==> src/rtl/key_pkg.sv <==
// ---------------------------------------------------------------------------
// key_pkg
// Shared definitions for the multi-key debounce scheduler.
//   arb_state_e : scheduler FSM states (ST_SCAN / ST_LOCK)
//   CNT_W       : width of the shared debounce counter
//   id_w()      : width of a key index, never less than one bit
// ---------------------------------------------------------------------------
package key_pkg;

    localparam int CNT_W = 20;

    typedef enum logic {
        ST_SCAN = 1'b0,
        ST_LOCK = 1'b1
    } arb_state_e;

    // A single key still needs a one-bit index so that key_id is never zero-width.
    function automatic int id_w(input int key_num);
        int w;
        w = $clog2(key_num);
        return (w < 1) ? 1 : w;
    endfunction

endpackage

==> src/rtl/key_sync.sv <==
// ---------------------------------------------------------------------------
// key_sync
// Vector two-flop synchroniser for asynchronous inputs.
// Parameters:
//   WIDTH   : number of bits synchronised
//   RST_VAL : value both stages take during reset
// Ports:
//   clk_i   : destination clock
//   rst_n_i : asynchronous active-low reset
//   d_i     : asynchronous inputs
//   q_o     : synchronised outputs (two clock edges of delay)
// ---------------------------------------------------------------------------
module key_sync #(
    parameter int               WIDTH   = 4,
    parameter logic [WIDTH-1:0] RST_VAL = '1
) (
    input  logic             clk_i,
    input  logic             rst_n_i,
    input  logic [WIDTH-1:0] d_i,
    output logic [WIDTH-1:0] q_o
);

    logic [WIDTH-1:0] meta_q;
    logic [WIDTH-1:0] sync_q;

    // First stage may go metastable; the second stage gives it a full cycle
    // to settle before anything downstream looks at the value.
    always_ff @(posedge clk_i or negedge rst_n_i) begin
        if (!rst_n_i) begin
            meta_q <= RST_VAL;
            sync_q <= RST_VAL;
        end else begin
            meta_q <= d_i;
            sync_q <= meta_q;
        end
    end

    assign q_o = sync_q;

endmodule

==> src/rtl/key_scan_arb.sv <==
// ---------------------------------------------------------------------------
// key_scan_arb
// Multi-key debounce scheduler. One shared counter is time-multiplexed over
// KEY_NUM keys: a round-robin scanner looks for a key whose synchronised level
// differs from its debounced level, then locks the counter onto that key until
// the new level has held for CNT_MAX cycles, and reports a one-cycle event.
//
// Parameters:
//   KEY_NUM : number of keys (2..16)
//   CNT_MAX : stable cycles required to accept a level change
// Ports:
//   sys_clk   : system clock
//   sys_rst_n : asynchronous active-low reset
//   key_in    : raw active-low keys, asynchronous to sys_clk
//   key_flag  : one-cycle event pulse
//   key_id    : index of the key the event refers to (holds until next event)
//   key_press : 1 = press, 0 = release (holds until next event)
//   key_state : debounced key levels
//   busy      : high in every cycle the counter is locked to a key
//
// Build option:
//   KEY_RELEASE_FLAG_EN : when defined, releases also pulse key_flag with
//                         key_press = 0; otherwise releases only update
//                         key_state and every reported event is a press.
// ---------------------------------------------------------------------------
module key_scan_arb
    import key_pkg::*;
#(
    parameter int               KEY_NUM = 4,
    parameter logic [CNT_W-1:0] CNT_MAX = 20'd999_999,
    localparam int              ID_W    = id_w(KEY_NUM)
) (
    input  logic               sys_clk,
    input  logic               sys_rst_n,
    input  logic [KEY_NUM-1:0] key_in,
    output logic               key_flag,
    output logic [ID_W-1:0]    key_id,
    output logic               key_press,
    output logic [KEY_NUM-1:0] key_state,
    output logic               busy
);

    localparam logic [ID_W-1:0]  LAST_IDX = ID_W'(KEY_NUM - 1);
    localparam logic [CNT_W-1:0] CNT_LAST = CNT_MAX - CNT_W'(1);

    logic [KEY_NUM-1:0] sync;

    arb_state_e         state_q, state_d;
    logic [ID_W-1:0]    ptr_q, ptr_d;
    logic [ID_W-1:0]    sel_q, sel_d;
    logic [CNT_W-1:0]   cnt_q, cnt_d;
    logic [KEY_NUM-1:0] key_state_q, key_state_d;
    logic               flag_q, flag_d;
    logic [ID_W-1:0]    id_q, id_d;
    logic               press_q, press_d;
    logic               busy_q, busy_d;

    // Wrapping increment; KEY_NUM need not be a power of two.
    function automatic logic [ID_W-1:0] next_idx(input logic [ID_W-1:0] idx);
        return (idx == LAST_IDX) ? '0 : idx + ID_W'(1);
    endfunction

    // Synchronisers reset to "released" so idle keys never look like presses.
    key_sync #(
        .WIDTH   (KEY_NUM),
        .RST_VAL ({KEY_NUM{1'b1}})
    ) u_key_sync (
        .clk_i   (sys_clk),
        .rst_n_i (sys_rst_n),
        .d_i     (key_in),
        .q_o     (sync)
    );

    // Scheduler next-state logic. SCAN walks the keys one per cycle looking
    // for a level change; LOCK watches only the selected key. A bounce back
    // abandons the count, a full count commits the new level. Either way the
    // scan resumes at the key after the one just served, so a chattering key
    // cannot monopolise the counter.
    always_comb begin
        state_d     = state_q;
        ptr_d       = ptr_q;
        sel_d       = sel_q;
        cnt_d       = cnt_q;
        key_state_d = key_state_q;
        flag_d      = 1'b0;
        id_d        = id_q;
        press_d     = press_q;

        case (state_q)
            ST_SCAN: begin
                if (sync[ptr_q] != key_state_q[ptr_q]) begin
                    state_d = ST_LOCK;
                    sel_d   = ptr_q;
                    cnt_d   = '0;
                end else begin
                    ptr_d = next_idx(ptr_q);
                end
            end
            ST_LOCK: begin
                if (sync[sel_q] == key_state_q[sel_q]) begin
                    state_d = ST_SCAN;
                    cnt_d   = '0;
                    ptr_d   = next_idx(sel_q);
                end else if (cnt_q == CNT_LAST) begin
                    state_d            = ST_SCAN;
                    cnt_d              = '0;
                    ptr_d              = next_idx(sel_q);
                    key_state_d[sel_q] = sync[sel_q];
`ifdef KEY_RELEASE_FLAG_EN
                    flag_d  = 1'b1;
                    id_d    = sel_q;
                    press_d = ~sync[sel_q];
`else
                    // Releases are committed silently in this build.
                    if (!sync[sel_q]) begin
                        flag_d  = 1'b1;
                        id_d    = sel_q;
                        press_d = 1'b1;
                    end
`endif
                end else begin
                    cnt_d = cnt_q + CNT_W'(1);
                end
            end
            default: begin
                state_d = ST_SCAN;
            end
        endcase

        // busy is registered, so it follows the state being entered.
        busy_d = (state_d == ST_LOCK);
    end

    // State and output registers. Reset abandons any count in progress and
    // returns every key to the released level without emitting an event.
    always_ff @(posedge sys_clk or negedge sys_rst_n) begin
        if (!sys_rst_n) begin
            state_q     <= ST_SCAN;
            ptr_q       <= '0;
            sel_q       <= '0;
            cnt_q       <= '0;
            key_state_q <= '1;
            flag_q      <= 1'b0;
            id_q        <= '0;
            press_q     <= 1'b0;
            busy_q      <= 1'b0;
        end else begin
            state_q     <= state_d;
            ptr_q       <= ptr_d;
            sel_q       <= sel_d;
            cnt_q       <= cnt_d;
            key_state_q <= key_state_d;
            flag_q      <= flag_d;
            id_q        <= id_d;
            press_q     <= press_d;
            busy_q      <= busy_d;
        end
    end

    assign key_flag  = flag_q;
    assign key_id    = id_q;
    assign key_press = press_q;
    assign key_state = key_state_q;
    assign busy      = busy_q;

endmodule

==> config.mk <==
export PLATFORM = sky130hd
export DESIGN_NAME = key_scan_arb
export DESIGN_NICKNAME = d
export VERILOG_FILES = /design/src/rtl/key_pkg.sv /design/src/rtl/key_sync.sv /design/src/rtl/key_scan_arb.sv
export SDC_FILE = /design/constraint.sdc
export NUM_CORES = 1
export LEC_CHECK = 0
export CAP_MARGIN = 5
export CORE_ASPECT_RATIO = 2
export CORE_MARGIN = 2
export CORE_UTILIZATION = 55
export DETAILED_ROUTE_END_ITERATION = 10
export DONT_BUFFER_PORTS = 1
export GPL_TIMING_DRIVEN = 0
export PLACE_DENSITY = 0.7
export SETUP_SLACK_MARGIN = 0.1
export SLEW_MARGIN = 20
export SYNTH_ARGS = -nofsm -noshare
export SYNTH_HDL_FRONTEND = slang
export SYNTH_SLANG_ARGS = --single-unit
==> constraint.sdc <==
create_clock -name sys_clk -period 2.8 [get_ports sys_clk]
set_clock_uncertainty 0.15 [all_clocks]
set_input_delay 0.28 -clock sys_clk [delete_from_list [all_inputs] [get_ports sys_clk]]
set_output_delay 0.28 -clock sys_clk [all_outputs]
set_load 0.005 [all_outputs]
### Word level (Yosys, flattened, before mapping)

Cells that the tools add are included.

| storage, ports and cells | value |
|---|---|
| flip-flop bits (word level) | 41 |
| bits of input ports | 6 |
| output and inout port bits | 9 |

| operators by class | value |
|---|---|
| add/sub/neg operators | 3 |
| order comparisons | 3 |
| equal/unequal tests | 8 |
| multiplexer cells | 29 |
| bitwise operators | 3 |
| reduce and logical (&&, ||, !) cells | 5 |

Operators by type and width:

| kind | count |
|---|---|
| 20-bit 2-to-1 mux | 3 |
| 20-bit one-hot mux with 2 select lines | 1 |
| 20-bit by 1-bit adder with 20-bit output (second input constant) | 1 |
| 20-bit equality test (second input constant) | 1 |
| 1-bit 2-to-1 mux | 12 |
| 2-bit 2-to-1 mux | 5 |
| 1-bit binary-select mux with 2-bit select | 4 |
| 2-bit by 3-bit < comparator with 1-bit output (second input constant) | 2 |
| 2-bit by 1-bit adder with 2-bit output (second input constant) | 2 |
| 4-bit bitwise mux | 1 |
| 2-bit equality test (second input constant) | 2 |
| 2-bit inequality test (second input constant) | 2 |
| 2-bit one-hot mux with 2 select lines | 1 |
| 2-bit AND reduction | 2 |
| 4-bit AND reduction | 1 |
| 3-bit by 1-bit inequality test with 1-bit output (second input constant) | 1 |
| 1-bit inverter | 3 |
| 3-bit AND reduction | 1 |
| 1-bit demux with 2-bit select | 1 |
| 2-bit by 1-bit >= comparator with 1-bit output (second input constant) | 1 |
| 1-bit one-hot mux with 2 select lines | 1 |
| 1-bit equality test | 1 |
| 1-bit logical AND | 1 |
| 1-bit inequality test | 1 |

### Depth between registers and ports, before layout

| depth | value |
|---|---|
| depth in word-level cells | 6 |
| depth in mapped cells | 9 |
| depth with buffers taken out | 7 |

### Modules after synthesis

A second synthesis with hierarchy kept.

| second synthesis, totals | value |
|---|---|
| cell total of the unflattened synthesis | 205 |
| area total of the unflattened synthesis | 2139.6 um^2 |

By module, submodules not included:

| module | instances | cells each | area each (um^2) | seq. area each (um^2) |
|---|---|---|---|---|
| key_scan_arb | 1 | 197 | 1929.4 | 830.8 |
| key_sync | 1 | 8 | 210.2 | 210.2 |

### Worst setup path after synthesis

Ideal clock, no wire load.

| path | value |
|---|---|
| path type | reg-to-reg |
| start point | reg sel_q[0] |
| end point | reg ptr_q[1] |
| library setup time | 0.128 ns |
| arrival time | 2.089 ns |
| slack | 0.434 ns |
| stages on the path, launching flop included | 9 |
| clock period less this slack | 2.366 ns |
| path through | dfrtp_1 -> mux4_2 -> inv_1 -> ha_1 -> nor2b_1 -> o21a_1 -> buf_6 -> nor2_1 -> mux2_1 |

| between the ends | value |
|---|---|
| word-level cells in the longest chain between the ends | 5 |
| elaborated cells between the ends (all ways) | 13 |
| classes of those cells | 1 x add/sub; 3 x eq/ne; 8 x mux; 1 x reduce/logical |

Ends and longest elaborated chain:

| item | line | source |
|---|---|---|
| start: declaration | key_scan_arb.sv:50 | `logic [ID_W-1:0] sel_q, sel_d;` |
| start signal: assignment | key_scan_arb.sv:150 | `sel_q <= sel_d;` |
| 2-bit by 1-bit adder with 2-bit output (tied with other cells) | key_scan_arb.sv:60 | `return (idx == LAST_IDX) ? '0 : idx + ID_W'(1);` |
| 2-bit 2-to-1 mux / 1-bit 2-to-1 mux (equally long branches) | key_scan_arb.sv:60, key_scan_arb.sv:100 |  |
| 2-bit 2-to-1 mux / 1-bit equality test (equally long branches) | key_scan_arb.sv:104, key_scan_arb.sv:100 |  |
| 2-bit 2-to-1 mux / 3-bit by 1-bit inequality test with 1-bit output (equally long branches) | -- |  |
| 2-bit one-hot mux with 2 select lines / 2-bit AND reduction (equally long branches) | -- |  |
| end signal: assignment | key_scan_arb.sv:149 | `ptr_q <= ptr_d;` |
| end: declaration | key_scan_arb.sv:49 | `logic [ID_W-1:0] ptr_q, ptr_d;` |

Parallel ways exist; a longest one is shown, timed or not. The select of a mux whose other input is x is not followed.
A chain may end at the register's enable or synchronous reset.

### Final worst setup path

| path | value |
|---|---|
| start point | reg sel_q[0] |
| end point | reg cnt_q[12] |

| between the ends | value |
|---|---|
| word-level cells in the longest chain between the ends | 5 |
| elaborated cells between the ends (all ways) | 7 |
| classes of those cells | 1 x eq/ne; 6 x mux |

Ends and longest elaborated chain:

| item | line | source |
|---|---|---|
| 1-bit binary-select mux with 2-bit select | key_scan_arb.sv:100 | `if (sync[sel_q] == key_state_q[sel_q]) begin` |
| 1-bit 2-to-1 mux (implied by the code) | key_scan_arb.sv:100 |  |
| 1-bit equality test (*) | key_scan_arb.sv:100 |  |
| 20-bit 2-to-1 mux (*) | key_scan_arb.sv:100 |  |
| 20-bit one-hot mux with 2 select lines (*) | key_scan_arb.sv:89 | `case (state_q)` |
| end signal: assignment | key_scan_arb.sv:151 | `cnt_q <= cnt_d;` |
| end: declaration | key_scan_arb.sv:51 | `logic [CNT_W-1:0] cnt_q, cnt_d;` |

Mark *: on every way between the ends. The rest lies on a longest branch, timed or not. The select of a mux whose other input is x is not followed.

==> impl_metrics.yaml <==
pwr:
  intPower_mw: 1.18
  p_per_area_nw_per_um2: 764
  netSwitchingFraction: 0.360
  pwr-share-clk: 0.245
  combPwrFrac: 0.346
  finalPower_mw: 1.84
  ir_drop_v: 0.000496
  p_sw_mw: 0.662
  seqPwrFrac: 0.409
  p_leak_nw: 1.01
final_layout:
  fin_cells: 271
  nets: 233
  drive_gt1_frac: 0.205
  synthToLayoutAreaGrowth_pct: 11.9
  diodes: 0
synthesis:
  syn_nets: 219
  synth-xor-area-share: 0.0204
  synth_edf_count: 0
  synth_top_cell_by_area: "dfrtp_1"
  synth-main-ff-cell: "dfrtp_1"
  synth_common_cells: "29 x dfrtp_1, 19 x nand2_1, 16 x a21oi_1"
  post-synth-top-count-cell: "dfrtp_1"
  synth_cell_types: 41
  asyncSetResetFlopFracSynth: 1.00
  synth.avg_cell_area_um2: 10.5
  synth_top_family_by_area: "simple AND/OR/NAND/NOR gates"
  synthTopCellsByArea: "dfrtp_1 34%, dfstp_2 15%, ha_1 4.7%"
  seq_area_frac_synth: 0.484
  synth-compound-area-share: 0.118
  netlist.area_leader.share: 0.338
  synth-simple-area-share: 0.205
  synthAdderAreaFrac: 0.0466
  syn_inst: 205
  synthMuxAreaShare: 0.0827
  yosys_warnings: 0
  netlist_area_um2: 2150
  ys_ff_latch: 41
timing:
  worstMarginPinSlew_ns: 0.635
  period_share: 0.915
  fmax_ghz: 0.390
  fin_crit_ns: 2.56
  rsz0062_at_grt: "no"
  setup_viol: 0
  hold-worst-slack_ns: 0.210
  hold_viol_final: 0
  slew_viol_final: 0
  slew_headroom: 0.573
  finalSetupTns_ns: 0
clock_tree:
  htree_levels: 2
  clockBufferDepth: 2
  clk_pin_slew_ns: 0.07
  clock_latency_ns: 0.29
  clkSinkCount: 41
  cts_tree: "yes"
  cts-root-buf: "clkbuf_8"
  cts_made_buffers: 5
drt:
  ant_nets: 0
  dr.pass1.iters: 5
  drt-total-wl_um: 4750
  remaining_drc_errors: 0
  routedWlPerCell_um: 17.5
  first_iter_violations: 52
  num_vias: 1627
  vias_per_cell: 6.00
floorplan:
  row_count: 32
  die_area_um2: 4450
  initial_core_util: 0.565
  io_pins: 15
  fp.dieW_um: 48.2
  core_area_um2: 3800
  die_y_um: 92.4
place:
  gp_congestion: 0.846
  post-dp-hpwl_um: 3440
  placedCellCount: 256
  port_buffers: 0
critical_path:
  r2r_slack_ns: 0.24
  ff2ff_path_depth: 9
  required_ns: 2.85
  r2r_end: "cnt_q[12]"
  path_class: "register to register"
  crit_end: "cnt_q[12]"
  critPathLaunchType: "register"
  path_max_fanout: 10
  arrival_ns: 2.61
  r2r_start: "sel_q[0]"
  startpoint: "sel_q[0]"
  end_kind: "register"
grt:
  grt_max_degree: 42
  grt_pass1_vias: 1712
  grt-ovfl-total: 0
  grt_antenna_before_repair: 0
  grt_usage: 0.245
  grt_pass1_wl_um: 7720
min_path:
  hp-start: "u_key_sync.meta_q[3]"
  hp-class: "register to register"
status:
  status: "complete, no violations"
job:
  drv_cap: 0
-- logic make-up (layout without fill, tap and decap cells) --
| group | after synthesis | count (layout) |
|---|---|---|
| buffers and inverters | 17 | 32 |
| adder cells (fa/ha/maj) | 8 | 8 |
| multiplexers | 13 | 13 |
| AND/OR/NAND/NOR | 77 | 77 |
| XOR/XNOR | 5 | 5 |
| AO/OA/AOI/OAI | 44 | 44 |
| flip-flops | 41 | 41 |
-- per-stage QoR --
stage               setup slack (ns)   util  area (um2)
floorplan                      0.434      -        2150
global route                   0.136  0.633        2410
detailed placement             0.108  0.582        2210
global placement               0.201  0.582        2210
CTS                            0.179  0.630        2400
finish                         0.237  0.633        2410
-- layout by cell type (no fill, tap or decap), types with 3 or more instances in the layout --
cell type / Yosys / final
a21o_1: 3 / 3
a21oi_1: 16 / 16
a31oi_1: 6 / 6
buf_2: 4 / 3
buf_6: 3 / 3
clkbuf_8: 0 / 6
dfrtp_1: 29 / 28
dfstp_2: 12 / 12
dlygate4sd3_1: 0 / 5
ha_1: 8 / 8
inv_1: 9 / 9
mux2_1: 5 / 5
mux2_2: 3 / 3
mux4_2: 3 / 3
nand2_1: 19 / 19
nand3_1: 12 / 12
nand4_1: 6 / 6
nor2_1: 11 / 11
nor3_1: 6 / 6
nor4_1: 3 / 3
o21ai_0: 11 / 11
or2_2: 3 / 3
xor2_1: 5 / 5
-- layout make-up --
class / instances / area [um2]
Tap cell: 51 / 63.8
Multi-Input combinational cell: 147 / 1020
Sequential cell: 41 / 1040
Timing Repair Buffer: 7 / 77.6
Buffer: 8 / 60.1
Fill cell: 308 / 1400
Clock buffer: 8 / 111
Inverter: 9 / 33.8
-- timing repair --
action,in CTS,in global routing
setup endpoints to repair,3,3
resized for setup,1,1
hold endpoints to repair,45,0
buffers inserted,0,1
hold buffers,6,0
-- power groups by stage --
| stage | combinational, mW | sequential [mW] | clock, mW |
|---|---|---|---|
| 2_1_floorplan | 0.452 | 0.732 | 0 |
| 3_3_place_gp | 0.563 | 0.760 | 0 |
| 3_5_place_dp | 0.592 | 0.765 | 0 |
| 4_1_cts | 0.618 | 0.755 | 0.462 |
| 5_1_grt | 0.713 | 0.760 | 0.483 |
| 6_report | 0.636 | 0.752 | 0.450 |
-- critical path: stages, from the launching register on --
cell and delay [ns]:
dfrtp_2 0.45, mux4_2 0.58, inv_1 0.10, ha_1 0.27, nor2b_1 0.16, o21a_1 0.16
buf_6 0.14, clkbuf_4 0.21, a21oi_1 0.08, a31oi_1 0.17
-- worst min-delay path by stage --
stage / endpoint / cells past startpoint
floorplan: busy / 0
global placement: cnt_q[10] / 0
detailed placement: cnt_q[11] / 0
CTS: u_key_sync.q_o[0] / 0
global route: u_key_sync.q_o[3] / 0
finish: u_key_sync.q_o[3] / 0
-- routing by layer --
layer	vias up	GRT usage	routed length [um]
li1	766	-	-
met1	823	0.243	1710
met2	29	0.433	2820
met3	9	0.0409	96
met4	0	0.133	117
met5	-	0	0
-- sequential cells by signal (all words and copies together) (netlist names) --
signal and cells:
cnt_q 20, u_key_sync.meta_q 4, key_id 2, sel_q 2
ptr_q 2, key_press 1, busy 1, u_key_sync.q_o 4
key_state 4, key_flag 1
(Power assumes the default switching activity.)
